$ cat src/rtl/dac_spi_pkg.sv
// dac_spi_pkg: shared state type, frame geometry and DAC command constants
// for the DAC SPI writer and its SCK generator.
package dac_spi_pkg;
    typedef enum logic [1:0] {IDLE, SHIFT, TAIL, GUARD} state_t;
    localparam int FRAME_W = 32;
    localparam int DATA_W = 12;
    localparam int ADDR_W = 4;
    localparam logic [3:0] CMD_WRITE_UPDATE = 4'b0011;
    localparam logic [3:0] CMD_POWER_DOWN = 4'b0100;
    localparam logic [ADDR_W-1:0] ADDR_ALL = 4'hF;
    function automatic logic [FRAME_W-1:0] build_frame(input logic [3:0] cmd,
                                                       input logic [ADDR_W-1:0] addr,
                                                       input logic [DATA_W-1:0] code);
        return {8'h00, cmd, addr, code, 4'h0};
    endfunction
endpackage

$ cat src/rtl/spi_sck_gen.sv
// spi_sck_gen: half-period counter producing an SPI clock that idles low.
// Ports: clk, rst (async active-low), en (run; low forces idle),
//        sck (registered SPI clock), rise_tick/fall_tick (high on the clk
//        edge where sck goes high/low).
module spi_sck_gen #(
    parameter int CLK_DIV = 2
) (
    input  logic clk,
    input  logic rst,
    input  logic en,
    output logic sck,
    output logic rise_tick,
    output logic fall_tick
);
    localparam int CW = $clog2(CLK_DIV) + 1;
    localparam logic [CW-1:0] LAST = CW'(CLK_DIV - 1);
    logic [CW-1:0] cnt;
    logic wrap;
    assign wrap = en && cnt == LAST;
    assign rise_tick = wrap && !sck;
    assign fall_tick = wrap && sck;
    always_ff @(posedge clk or negedge rst) begin
        if (!rst) begin
            cnt <= '0;
            sck <= 1'b0;
        end else if (!en) begin
            cnt <= '0;
            sck <= 1'b0;
        end else if (wrap) begin
            cnt <= '0;
            sck <= ~sck;
        end else begin
            cnt <= cnt + 1'b1;
        end
    end
endmodule

$ cat src/rtl/dac_spi_writer.sv
// dac_spi_writer: write-only SPI master sending one 32-bit frame per
// {address, 12-bit code} handshake to an LTC2624-class DAC.
// Ports: clk, rst (async active-low), din_valid/din_ready/din_addr/din_data
//        (input word handshake), busy, done (end-of-frame pulse),
//        MOSI, SPI_CLK, DAC_CS (active low), DAC_CLR (active low).
// Build option: DAC_SIGNED_IN_EN treats din_data as two's complement and
// converts it to offset binary at capture.
module dac_spi_writer
    import dac_spi_pkg::*;
#(
    parameter int CLK_DIV = 2,
    parameter logic [3:0] CMD = CMD_WRITE_UPDATE
) (
    input  logic              clk,
    input  logic              rst,
    input  logic              din_valid,
    output logic              din_ready,
    input  logic [ADDR_W-1:0] din_addr,
    input  logic [DATA_W-1:0] din_data,
    output logic              busy,
    output logic              done,
    output logic              MOSI,
    output logic              SPI_CLK,
    output logic              DAC_CS,
    output logic              DAC_CLR
);
    localparam int CW = $clog2(CLK_DIV) + 1;
    localparam logic [CW-1:0] LAST = CW'(CLK_DIV - 1);

    if (CLK_DIV < 1) begin : g_bad_div
        always_ff @(posedge clk) $error("dac_spi_writer: CLK_DIV must be >= 1");
    end

    state_t             state;
    logic [FRAME_W-2:0] shreg;
    logic [4:0]         bitcnt;
    logic               last;
    logic [CW-1:0]      wcnt;
    logic               rise_tick, fall_tick;
    logic [DATA_W-1:0]  code;
    logic [FRAME_W-1:0] frame;

`ifdef DAC_SIGNED_IN_EN
    assign code = {~din_data[DATA_W-1], din_data[DATA_W-2:0]};
`else
    assign code = din_data;
`endif
    assign frame = build_frame(CMD, din_addr, code);

    spi_sck_gen #(.CLK_DIV(CLK_DIV)) u_sck (
        .clk       (clk),
        .rst       (rst),
        .en        (state == SHIFT),
        .sck       (SPI_CLK),
        .rise_tick (rise_tick),
        .fall_tick (fall_tick)
    );

    // MSB goes out with the handshake; later bits change on SCK falls so the
    // DAC sees stable data at each rising edge. 'last' marks that bit 0 has
    // been clocked, so its falling edge ends the shift phase.
    always_ff @(posedge clk or negedge rst) begin
        if (!rst) begin
            state     <= IDLE;
            shreg     <= '0;
            bitcnt    <= '0;
            last      <= 1'b0;
            wcnt      <= '0;
            MOSI      <= 1'b0;
            DAC_CS    <= 1'b1;
            din_ready <= 1'b0;
            busy      <= 1'b0;
            done      <= 1'b0;
            DAC_CLR   <= 1'b0;
        end else begin
            DAC_CLR <= 1'b1;
            done    <= 1'b0;
            case (state)
                IDLE: begin
                    if (din_valid && din_ready) begin
                        state     <= SHIFT;
                        shreg     <= frame[FRAME_W-2:0];
                        MOSI      <= frame[FRAME_W-1];
                        bitcnt    <= 5'd31;
                        last      <= 1'b0;
                        DAC_CS    <= 1'b0;
                        din_ready <= 1'b0;
                        busy      <= 1'b1;
                    end else begin
                        din_ready <= 1'b1;
                    end
                end
                SHIFT: begin
                    if (rise_tick) last <= (bitcnt == 5'd0);
                    if (fall_tick) begin
                        if (last) begin
                            state <= TAIL;
                            MOSI  <= 1'b0;
                            wcnt  <= '0;
                        end else begin
                            MOSI   <= shreg[FRAME_W-2];
                            shreg  <= {shreg[FRAME_W-3:0], 1'b0};
                            bitcnt <= bitcnt - 5'd1;
                        end
                    end
                end
                TAIL: begin
                    if (wcnt == LAST) begin
                        state  <= GUARD;
                        wcnt   <= '0;
                        DAC_CS <= 1'b1;
                        done   <= 1'b1;
                    end else begin
                        wcnt <= wcnt + 1'b1;
                    end
                end
                GUARD: begin
                    if (wcnt == LAST) begin
                        state     <= IDLE;
                        wcnt      <= '0;
                        busy      <= 1'b0;
                        din_ready <= 1'b1;
                    end else begin
                        wcnt <= wcnt + 1'b1;
                    end
                end
            endcase
        end
    end
endmodule

$ cat config.mk
export PLATFORM = sky130hd
export DESIGN_NAME = dac_spi_writer
export DESIGN_NICKNAME = d
export VERILOG_FILES = /design/src/rtl/dac_spi_pkg.sv /design/src/rtl/spi_sck_gen.sv /design/src/rtl/dac_spi_writer.sv
export SDC_FILE = /design/constraint.sdc
export NUM_CORES = 1
export LEC_CHECK = 0
export ABC_AREA = 1
export CORE_MARGIN = 5
export CORE_UTILIZATION = 60
export DETAILED_ROUTE_END_ITERATION = 12
export HOLD_SLACK_MARGIN = 0.05
export PLACE_DENSITY = 0.95
export SYNTH_ARGS = -nofsm -noshare
export SYNTH_HDL_FRONTEND = slang
export SYNTH_SLANG_ARGS = --single-unit
export TNS_END_PERCENT = 50
$ cat constraint.sdc
create_clock -name clk -period 3.2 [get_ports clk]
set_input_delay 0.64 -clock clk [delete_from_list [all_inputs] [get_ports clk]]
set_output_delay 0.64 -clock clk [all_outputs]
set_load 0.01 [all_outputs]
## Yosys cells after proc, flatten, opt, wreduce, memory -nomap -nowiden

Cells that the tools add are included.

- Word-level logic and storage cells: 87
- Memories kept: 0
- Memory bits (read-only): 0
- Bits in registers: 50
- Bits of input ports: 19
- Output and inout bits: 7
- Latch bits: 0
- Memory bits (writable): 0

- Reductions and logical operators: 20
- Order comparisons: 0
- Multiplexer cells: 37
- Add/subtract/negate cells: 3
- Equality and inequality tests: 13
- Divide/modulo/power cells: 0
- Multipliers: 0
- Shift-type cells: 0
- Bitwise logic cells: 1

Operators with widths:

| kind | count |
|---|---|
| $mux W31 | 3 |
| $pmux W31 S2 | 1 |
| $mux W2 | 10 |
| $ne A2 B2 Y1 const B | 8 |
| $mux W5 | 3 |
| $reduce_and A3 Y1 | 5 |
| $mux W1 | 12 |
| $pmux W1 S2 | 5 |
| $pmux W5 S2 | 1 |
| $pmux W2 S4 | 1 |
| $reduce_bool A2 Y1 | 4 |
| $eq A2 B1 Y1 const B | 3 |
| $logic_not A5 Y1 | 1 |
| $reduce_and A5 Y1 | 1 |
| $sub A5 B1 Y5 const B | 1 |
| $add A2 B1 Y2 const B | 2 |
| $eq A2 B2 Y1 const B | 2 |
| $logic_and A1 B1 Y1 | 4 |
| $pmux W2 S2 | 1 |
| $reduce_and A4 Y1 | 1 |
| $logic_not A2 Y1 | 1 |
| $reduce_and A2 Y1 | 1 |
| $reduce_or A2 Y1 | 1 |
| $logic_not A1 Y1 | 1 |
| $not A1 Y1 | 1 |

## Logic depth before layout (Yosys ltp)

Gate-level depths: netlist of the first run.

- Word-level depth: 5
- Mapped depth: 11
- Depth with buffers taken out: 9

## Hierarchy

From an unflattened synthesis of the first run, not the netlist that was laid out.

- Cell total of the unflattened synthesis: 304
- Area, all modules: 2272.2 sq um

Modules (own cells, without submodules):

| module | area an instance (sq um) | instances | cells each | seq. area each (sq um) |
|---|---|---|---|---|
| dac_spi_writer | 2137.0 | 1 | 286 | 1077.3 |
| spi_sck_gen | 135.1 | 1 | 18 | 75.1 |

## Least setup slack after synthesis of the first run

No wires, ideal clock.

- Path type: register -> register
- From: register state[1]
- To: register bitcnt[3]
- Data arrival time: 1.392 ns
- Period minus slack after synthesis: 1.509 ns
- Path buffers: 2
- Data required time: 3.083 ns
- Cell stages (with the launch flop): 12
- Setup time: 0.117 ns
- Setup slack: 1.691 ns
- Cell sequence: dfrtp_1 -> inv_1 -> ha_1 -> buf_4 -> nand2_1 -> inv_1 -> nand2_2 -> nand2_4 -> nand3_4 -> buf_6 -> nand2_1 -> nand2_1

- Longest elaborated chain between the ends: 5
- Elaborated cells between the ends (all ways): 10
- Those cells by class: eq/ne: 4; mux: 1; reduce/logical: 5

RTL lines:

| element | line | source |
|---|---|---|
| start, declared | dac_spi_writer.sv:34 | `state_t state;` |
| start signal, assigned | dac_spi_writer.sv:64 | `state <= IDLE;` |
| start signal, assigned | dac_spi_writer.sv:81 | `state <= SHIFT;` |
| start signal, assigned | dac_spi_writer.sv:97 | `state <= TAIL;` |
| $eq A2 B1 Y1 | dac_spi_writer.sv:53, dac_spi_writer.sv:78 |  |
| $logic_and A1 B1 Y1 | spi_sck_gen.sv:19 | `assign wrap = en && cnt == LAST;` |
| $logic_and A1 B1 Y1 | spi_sck_gen.sv:21 | `assign fall_tick = wrap && sck;` |
| $ne A2 B2 Y1 (no source line) | - |  |
| $reduce_and A4 Y1 (no source line) | - |  |
| end signal, assigned | dac_spi_writer.sv:103 | `bitcnt <= bitcnt - 5'd1;` |
| end, declared | dac_spi_writer.sv:36 | `logic [4:0] bitcnt;` |

Parallel ways exist; a longest one is shown, timed or not.
A chain may end at the register's enable or synchronous reset.

## Worst setup path after layout of the first run

- From: register state[1]
- To: register bitcnt[4]

The elaborated chain is that of the path after synthesis.

==> results.tsv, run 1 <==
stage	metric	value	unit
cts	clk_latency	300	ps
cells_and_area	final_util	68.5	%
cells_and_area	area_delta_synth_final	12.4	%
setup_path	end_kind	flop	
worst_hold_path	whs_path_depth	1	
setup_path	path_buf_inv	3	
sta	tns	0	ps
yosys	synth-seq-area-share	48.3	%
yosys	synth_warnings	0	
drt	antenna_left	0	
cts	cts.repair.resized	0	
power	power.leakage	0.00143	uW
power	switchingPower	1290	uW
cells_and_area	fin_area	2680	um2
cells_and_area	diodes	0	
cts	clock_path_buffers	2	
place	placed_area	2600	um2
setup_path	cp.required	3390	ps
cells_and_area	layout.cells.non_filler	371	
yosys	synth.distinct_cells	24	
yosys	syn_avg_cell_area	7.85	um2
yosys	syn_inst	304	
yosys	syn-num-nets	329	
drt	detail_route.vias_per_cell	5.46	
sta	finClkSkew	3.00	ps
power	swShare	46.5	%
cts	numCtsBuffers	5	
power	max-vdd-ir-drop	0.472	mV
power	power_frac_clock	12.4	%
outcome	outcome	completed	
global_routing	grt_overflow_total	0	
sta	rsz0062_at_grt	false	
sta	fin_crit	2310	ps
setup_path	slowest_delay	400	ps
power	p_int	1480	uW
floorplan	die_x	73.1	um
setup_path	crit_type	reg2reg	
sta	hold_violations	0	
floorplan	die_y	73.1	um
global_routing	track_usage	20.2	%
setup_path	crit_fanout	31	
drt	drtPass1Iterations	4	
place	io_buffers	25	
cells_and_area	layout.cells.most_common	nand2_1	
flow_run	maxCapViolations	0	
power	power_per_cell_area	1030	nW/um2
setup_path	r2r_start	state[1]	
cts	ctsHoldBuffers	0	
cts	clock-sinks	46	
power	seqPwrFrac	35.0	%
cells_and_area	mostFrequentLayoutCells	136 x nand2_1, 45 x dfrtp_1, 32 x nand4_1	
setup_path	path_delay_family	buffers and inverters	
global_routing	grt_util_met1	25.3	%
yosys	ys_ff_latch	46	
setup_path	crit_start	state[1]	
setup_path	crit_arrival	2490	ps
floorplan	placementRows	23	
setup_path	r2r_cells	9	
global_routing	gr-max-usage-layer	met2	
yosys	synth.cell_area	2390	um2
setup_path	critPathSlowestCell	dfrtp_1	
cts	root_buffer	clkbuf_8	
place	hpwl	3350	um
cells_and_area	layout-drive-gt1-share	6.85	%
cells_and_area	nets	347	
global_routing	grt_pass1_wl	8350	um
setup_path	worst-r2r-setup-slack	890	ps
drt	vias	2024	
worst_hold_path	hold_end	u_sck.cnt[0]	
cts	cts_tree	built	
sta	relSlewSlack	34.2	%
setup_path	cpMostUsedCell	nand2_1	
setup_path	r2r-end	bitcnt[4]	
floorplan	ios	26	
global_routing	antenna_found_initial	0	
worst_hold_path	hp-class	reg2reg	
cts	post_cts_buffers	0	
worst_hold_path	min_from	u_sck.cnt[0]	
sta	period_share	72.1	%
global_routing	grt_pass1_vias	1908	
global_routing	met3_usage	4.55	%
place	routabilityCongestion	0.795	
power	comb_power_share	52.6	%
cts	cts_max_level	2	
drt	drc	0	
global_routing	grt_max_degree	47	
sta	worst_pin_slew	986	ps
floorplan	die_area	5340	um2
floorplan	coreArea	3910	um2
cts	cts.clk_slew.worst_paths	70	ps
sta	max_freq	434	MHz
setup_path	critical_path.cell_chain	inv_1 > ha_1 > inv_2 > nand2_2 > o21ai_4 > buf_4 > nand3_4 > nand2_1 > nand2_1	
sta	setup_violations	0	
floorplan	start_util	61.0	%
sta	slew_viol_final	0	
place	dp.cells	365	
setup_path	worst_setup_path_start_kind	flop	
drt	drt-wirelength-per-cell	13.1	um
drt	drt-total-wl	4860	um
drt	drt-initial-drc-count	150	
global_routing	grtUsageMet2	33.4	%
cell usage after synthesis, drive strengths merged:
| cell | count | area (um2) |
|---|---|---|
| nand4 | 32 | 200 |
| nor2 | 15 | 58.8 |
| o31ai | 1 | 7.51 |
| buf | 15 | 109 |
| conb | 1 | 3.75 |
| and3 | 1 | 6.26 |
| dfstp | 1 | 26.3 |
| o21ai | 7 | 46.3 |
| or2 | 3 | 18.8 |
| clkbuf | 2 | 7.51 |
| dfrtp | 45 | 1130 |
| nand2 | 139 | 534 |
| nand3 | 10 | 62.6 |
| a21oi | 5 | 25.0 |
| ha | 6 | 75.1 |
| inv | 21 | 78.8 |
power groups by stage:
stage,Clock [uW],Combinational (uW),Sequential (uW)
after floorplan,0,1200,954
after global placement,0,1370,966
after detailed placement,0,1440,974
after CTS,354,1460,966
after global routing,379,1640,999
final,343,1450,968
cell families after synthesis:
group                    synth area share (%)
AND/OR/NAND/NOR                          36.9
flip-flops                               48.3
buffers and inverters                    8.18
AO/OA/AOI/OAI                            3.30
adder cells (fa/ha/maj)                  3.15
other                                   0.157
metrics by stage:
stage | power [uW] | hold WS (ps) | setup slack, ps
final | 2760 | 442 | 894
after global routing | 3020 | 444 | 708
after CTS | 2780 | 437 | 903
after detailed placement | 2420 | 426 | 930
after global placement | 2340 | 421 | 968
after floorplan | 2160 | 344 | 1690
flip-flops by register name, summed over array words and instances (netlist names):
| name | count |
|---|---|
| last | 1 |
| done | 1 |
| u_sck.cnt | 2 |
| wcnt | 2 |
| DAC_CS | 1 |
| shreg | 27 |
| MOSI | 1 |
| state | 2 |
| DAC_CLR | 1 |
| u_sck.sck | 1 |
| busy | 1 |
| bitcnt | 5 |
| din_ready | 1 |
metal layers:
layer / up-vias / routed length [um]
li1: 1005 / -
met1: 953 / 2130
met2: 54 / 2380
met3: 12 / 240
met4: 0 / 110
met5: - / 0
cell type report:
class | instances | area, um2
flip-flops and latches | 46 | 1150
multi-input cells | 220 | 1040
fillers | 331 | 1230
repair buffers | 28 | 268
clock buffers | 6 | 82.6
inverters | 21 | 78.8
well taps | 50 | 62.6
how the worst max path moves through the flow:
| stage | slack, ps | end | cells past startpoint |
|---|---|---|---|
| after floorplan | 1690 | bitcnt[3] | 11 |
| after global placement | 970 | shreg[23] | 8 |
| after detailed placement | 930 | shreg[12] | 8 |
| after CTS | 900 | shreg[12] | 9 |
| after global routing | 710 | shreg[12] | 9 |
| final | 890 | bitcnt[4] | 9 |
Note: power is estimated with default switching activity, not from simulation.
==> run 2: changes to the inputs <==
--- a/config.mk
+++ b/config.mk
@@ -7,10 +7,10 @@
 export LEC_CHECK = 0
 export ABC_AREA = 1
 export CORE_MARGIN = 5
-export CORE_UTILIZATION = 60
+export CORE_UTILIZATION = 50
 export DETAILED_ROUTE_END_ITERATION = 12
 export HOLD_SLACK_MARGIN = 0.05
-export PLACE_DENSITY = 0.95
+export PLACE_DENSITY = 0.87
 export SYNTH_ARGS = -nofsm -noshare
 export SYNTH_HDL_FRONTEND = slang
 export SYNTH_SLANG_ARGS = --single-unit
==> constraint.sdc (replaced) <==
create_clock -name clk -period 1.95 [get_ports clk]
set_input_delay 0.39 -clock clk [delete_from_list [all_inputs] [get_ports clk]]
set_output_delay 0.39 -clock clk [all_outputs]
set_load 0.01 [all_outputs]
==> run 2 against run 1 <==
  * Clock power up 94%
  * Wire length up 6.5%
  * Non-clock buffer count up 8
  * Largest power group unchanged
  * Sequential share of layout area down 2.1 points
  * Fmax up 25%
  * Final cell count up 4.0%
  * Largest cell class unchanged
  * Die area up 17%
  * Clock skew up 3.0 ps
==> results.tsv, run 2 (synthesis results as in run 1) <==
stage	metric	value	unit
global_routing	grt_util_met1	22.5	%
setup_path	end_kind	flop	
cells_and_area	top_regs	shreg (27), bitcnt (5)	
setup_path	r2r_cells	9	
setup_path	crit_type	reg2reg	
setup_path	crit_fanout	13	
drt	detail_route.vias_per_cell	5.28	
floorplan	ios	26	
cts	numCtsBuffers	5	
setup_path	worst_setup_path_start_kind	flop	
global_routing	grt_overflow_total	0	
sta	tns	0	ps
drt	vias	2039	
drt	drt-wirelength-per-cell	13.4	um
place	routabilityCongestion	0.817	
global_routing	grt_max_degree	32	
cts	clock_path_buffers	2	
power	power.leakage	0.00150	uW
global_routing	met3_usage	3.40	%
floorplan	placementRows	25	
cells_and_area	largest-register	shreg	
power	finalPower	4880	uW
global_routing	grtUsageMet2	29.5	%
sta	layout_setup_ws	102	ps
drt	drc	0	
sta	rsz0062_at_grt	true	
power	power_per_cell_area	1730	nW/um2
cells_and_area	area_delta_synth_final	18.1	%
setup_path	r2r-end	state[0]	
floorplan	die_x	79.1	um
cells_and_area	diodes	0	
floorplan	die_area	6250	um2
cts	cts_max_level	2	
cts	post_cts_buffers	0	
setup_path	r2r_start	state[1]	
global_routing	grt_pass1_wl	8700	um
cts	ctsHoldBuffers	0	
sta	setup_violations	0	
place	io_buffers	25	
drt	antenna_left	0	
drt	drt-total-wl	5170	um
global_routing	antenna_found_initial	0	
cts	cts.clk_slew.worst_paths	80	ps
cells_and_area	final_util	60.1	%
sta	fin_crit	1850	ps
floorplan	coreArea	4690	um2
sta	slew_viol_final	0	
sta	max_freq	541	MHz
cells_and_area	fin_area	2820	um2
drt	drtPass1Iterations	4	
flow_run	maxCapViolations	0	
global_routing	grt_pass1_vias	1978	
global_routing	gr-max-usage-layer	met2	
place	dp_slack	103	ps
place	hpwl	3660	um
sta	finClkSkew	6.00	ps
cells_and_area	largest_register_ffs	27	
global_routing	track_usage	17.5	%
cts	clk_latency	290	ps
power	max-vdd-ir-drop	1.00	mV
floorplan	start_util	50.9	%
cells_and_area	mostFrequentLayoutCells	136 x nand2_1, 45 x dfrtp_1, 32 x nand4_1	
drt	drt-initial-drc-count	108	
sta	period_share	94.8	%
cells_and_area	nets	356	
outcome	outcome	completed	
cts	root_buffer	clkbuf_8	
worst_hold_path	hp-class	in2async	
cells_and_area	layout.cells.most_common	nand2_1	
sta	hold_violations	0	
setup_path	crit_arrival	2030	ps
cts	clock-sinks	46	
setup_path	cp.required	2140	ps
cells_and_area	layout-drive-gt1-share	9.94	%
setup_path	worst-r2r-setup-slack	100	ps
floorplan	die_y	79.1	um
cts	cts_tree	built	
place	placed_area	2690	um2
## run 2: cell types whose count changed in the layout (fill, tap and decap cells not counted)
cell      change
nand3_4       +1
clkbuf_8      +2
buf_12        +2
buf_4         +6
## run 2: how the worst max path moves through the flow
stage               slack [ps]   endpoint  cells past startpoint      start
finish                     100   state[0]                      9   state[1]
global route               -30   state[0]                      9   state[1]
CTS                         90  shreg[27]                      8   state[1]
detailed placement         100  shreg[19]                      8   state[1]
global placement           170  shreg[30]                      8  din_valid
floorplan                  440  bitcnt[3]                     11   state[1]
## run 2: routing by layer
layer | part of all wire (%) | wire (um) | vias to the layer above
li1 | - | - | 1026
met1 | 46 | 2380 | 948
met2 | 48 | 2460 | 56
met3 | 5.1 | 262 | 9
met4 | 1.5 | 76 | 0
met5 | 0 | 0 | -
## run 2: final cells by class
class | count | area, um2
fill | 407 | 1870
sequential | 46 | 1150
multi-input combinational | 221 | 1060
timing repair buffer | 36 | 353
clock buffer | 8 | 110
inverter | 21 | 78.8
tap | 54 | 67.6
## run 2: metrics by stage
step | hold slack (ps) | instances
floorplan | 94.4 | 304
global placement | 376 | 377
detailed placement | 387 | 377
CTS | 61.6 | 385
global route | 84.3 | 386
finish | 52.6 | 386
## run 2: report_power, final
part | leakage (uW) | switching (uW) | internal (uW)
logic | 0.000853 | 1670 | 956
registers | 0.000585 | 238 | 1350
clock network | 0.0000575 | 306 | 358
total | 0.00150 | 2210 | 2670
## run 2: repair_timing
action                                 4_1_cts  5_1_grt
endpoints found under the hold margin        0        0
setup endpoints to repair                    0       33
gates resized for setup                      0        1
## run 2: critical path, cell delays in order, from the launching register on
cell and delay (ps):
dfrtp_1 420, inv_1 100, ha_1 240, inv_2 210, nor2_1 60, buf_4 180
a21oi_1 230, nand3_1 140, nand2_1 90, nand2_1 50
==> run 3: changes to the inputs <==
--- a/config.mk
+++ b/config.mk
@@ -14,4 +14,3 @@
 export SYNTH_ARGS = -nofsm -noshare
 export SYNTH_HDL_FRONTEND = slang
 export SYNTH_SLANG_ARGS = --single-unit
-export TNS_END_PERCENT = 50
==> run 3 against run 2 <==
  * Sequential power barely moved
  * Cell area rose by 0.40%
  * Clock power barely moved
  * Global-route usage did not move
  * Clock skew fell by 1.4 ps
  * Critical path type unchanged
  * Largest power group unchanged
==> results.tsv, run 3 (synthesis results as in run 1) <==
stage	metric	value	unit
global_routing	grt_pass1_wl	8700	um
power	power_frac_clock	13.5	%
global_routing	grt_overflow_total	0	
sta	hold_violations	0	
setup_path	crit_fanout	13	
global_routing	grt_max_degree	32	
drt	drc	0	
sta	finClkSkew	4.57	ps
cts	root_buffer	clkbuf_8	
cts	cts_tree	built	
cells_and_area	largest_register_ffs	27	
flow_run	maxCapViolations	0	
floorplan	die_area	6250	um2
cts	clock_path_buffers	2	
power	comb_power_share	54.0	%
place	routabilityCongestion	0.817	
drt	drtPass1Iterations	4	
worst_hold_path	hp-class	in2async	
outcome	outcome	completed	
setup_path	worst_setup_path_start_kind	flop	
cells_and_area	largest-register	shreg	
drt	drt-wirelength-per-cell	13.5	um
drt	drt-total-wl	5210	um
sta	setup_violations	0	
power	finalPower	4910	uW
floorplan	start_util	50.9	%
power	p_int	2680	uW
sta	fin_crit	1800	ps
cells_and_area	diodes	0	
place	hpwl	3660	um
cells_and_area	top_regs	shreg (27), bitcnt (5)	
global_routing	grt_pass1_vias	1978	
power	max-vdd-ir-drop	0.965	mV
floorplan	ios	26	
place	io_buffers	25	
drt	drt-initial-drc-count	164	
cells_and_area	nets	356	
cts	cts_max_level	2	
power	power_per_cell_area	1740	nW/um2
floorplan	die_x	79.1	um
setup_path	r2r_start	state[1]	
cts	ctsHoldBuffers	0	
setup_path	crit_arrival	1990	ps
sta	max_freq	556	MHz
cts	clock-sinks	46	
setup_path	r2r-end	state[0]	
drt	vias	2055	
sta	rsz0062_at_grt	false	
sta	slew_viol_final	0	
drt	antenna_left	0	
setup_path	r2r_cells	9	
sta	tns	0	ps
setup_path	cp.required	2140	ps
cells_and_area	area_delta_synth_final	18.6	%
sta	period_share	92.3	%
setup_path	worst-r2r-setup-slack	150	ps
cts	clk_latency	300	ps
power	power.leakage	0.00150	uW
cells_and_area	layout.cells.non_filler	386	
cells_and_area	layout.cells.most_common	nand2_1	
place	dp.cells	377	
power	swShare	45.4	%
global_routing	track_usage	17.5	%
power	switchingPower	2230	uW
power	seqPwrFrac	32.4	%
setup_path	end_kind	flop	
cells_and_area	layout-drive-gt1-share	9.94	%
drt	detail_route.vias_per_cell	5.32	
setup_path	crit_type	reg2reg	
floorplan	coreArea	4690	um2
floorplan	die_y	79.1	um
global_routing	antenna_found_initial	0	
cts	cts.clk_slew.worst_paths	80	ps
cts	numCtsBuffers	5	
floorplan	placementRows	25	
cells_and_area	fillerInstances	403	
cells_and_area	mostFrequentLayoutCells	136 x nand2_1, 45 x dfrtp_1, 32 x nand4_1	
==> run 3: cell counts in the layout (fill, tap and decap cells not counted) <==
Identical to the previous run, type by type.
==> run 3: repair_timing <==
action | CTS | global route
gates resized for setup | 0 | 3
setup buffers | 0 | 0
endpoints found under the setup margin | 0 | 33
==> run 3: layer usage <==
metal | vias to the layer above | routed length [um] | GRT usage, % | part of all wire (%)
met4 | 0 | 66 | 6.01 | 1.3
met5 | - | 0 | 0 | 0
met1 | 958 | 2320 | 22.5 | 45
met2 | 63 | 2490 | 29.5 | 48
met3 | 7 | 335 | 3.40 | 6.4
li1 | 1027 | - | - | -
==> run 3: how the worst max path moves through the flow <==
stage                   start   endpoint  slack [ps]  depth (start not counted)
floorplan            state[1]  bitcnt[3]         440                         11
global placement    din_valid  shreg[30]         170                          8
detailed placement   state[1]  shreg[19]         100                          8
CTS                  state[1]  shreg[27]          90                          8
global route         state[1]  shreg[27]          40                          9
finish               state[1]   state[0]         150                          9
==> run 3: metrics by stage <==
step	hold WS, ps	area [um2]	setup slack [ps]	util [%]
after floorplan	94.4	2390	441	-
after global placement	376	2690	170	57.3
after detailed placement	387	2690	103	57.3
after CTS	61.6	2800	88.6	59.7
after global routing	84.8	2830	36.2	60.3
final	44.9	2830	150	60.3
==> run 3: layout make-up <==
type / count / area [um2] / area share (%)
Clock buffer: 8 / 110 / 3.89
Inverter: 21 / 81.3 / 2.87
Multi-Input combinational cell: 221 / 1060 / 37.6
Tap cell: 54 / 67.6 / 2.39
Timing Repair Buffer: 36 / 353 / 12.5
Sequential cell: 46 / 1150 / 40.7
==> run 3: power groups by stage <==
stage / logic (uW) / clock network (uW) / registers (uW)
2_1_floorplan: 1970 / 0 / 1570
3_3_place_gp: 2470 / 0 / 1590
3_5_place_dp: 2570 / 0 / 1600
4_1_cts: 2580 / 682 / 1590
5_1_grt: 3010 / 727 / 1640
6_report: 2650 / 665 / 1590
==> run 3: worst max-delay path, stage by stage, from the launching register on <==
cell and delay, ps:
dfrtp_1 420, inv_1 100, ha_1 260, inv_4 160, nor2_1 50, buf_4 180, a21oi_1 230, nand3_1 140
nand2_1 90, nand2_1 50
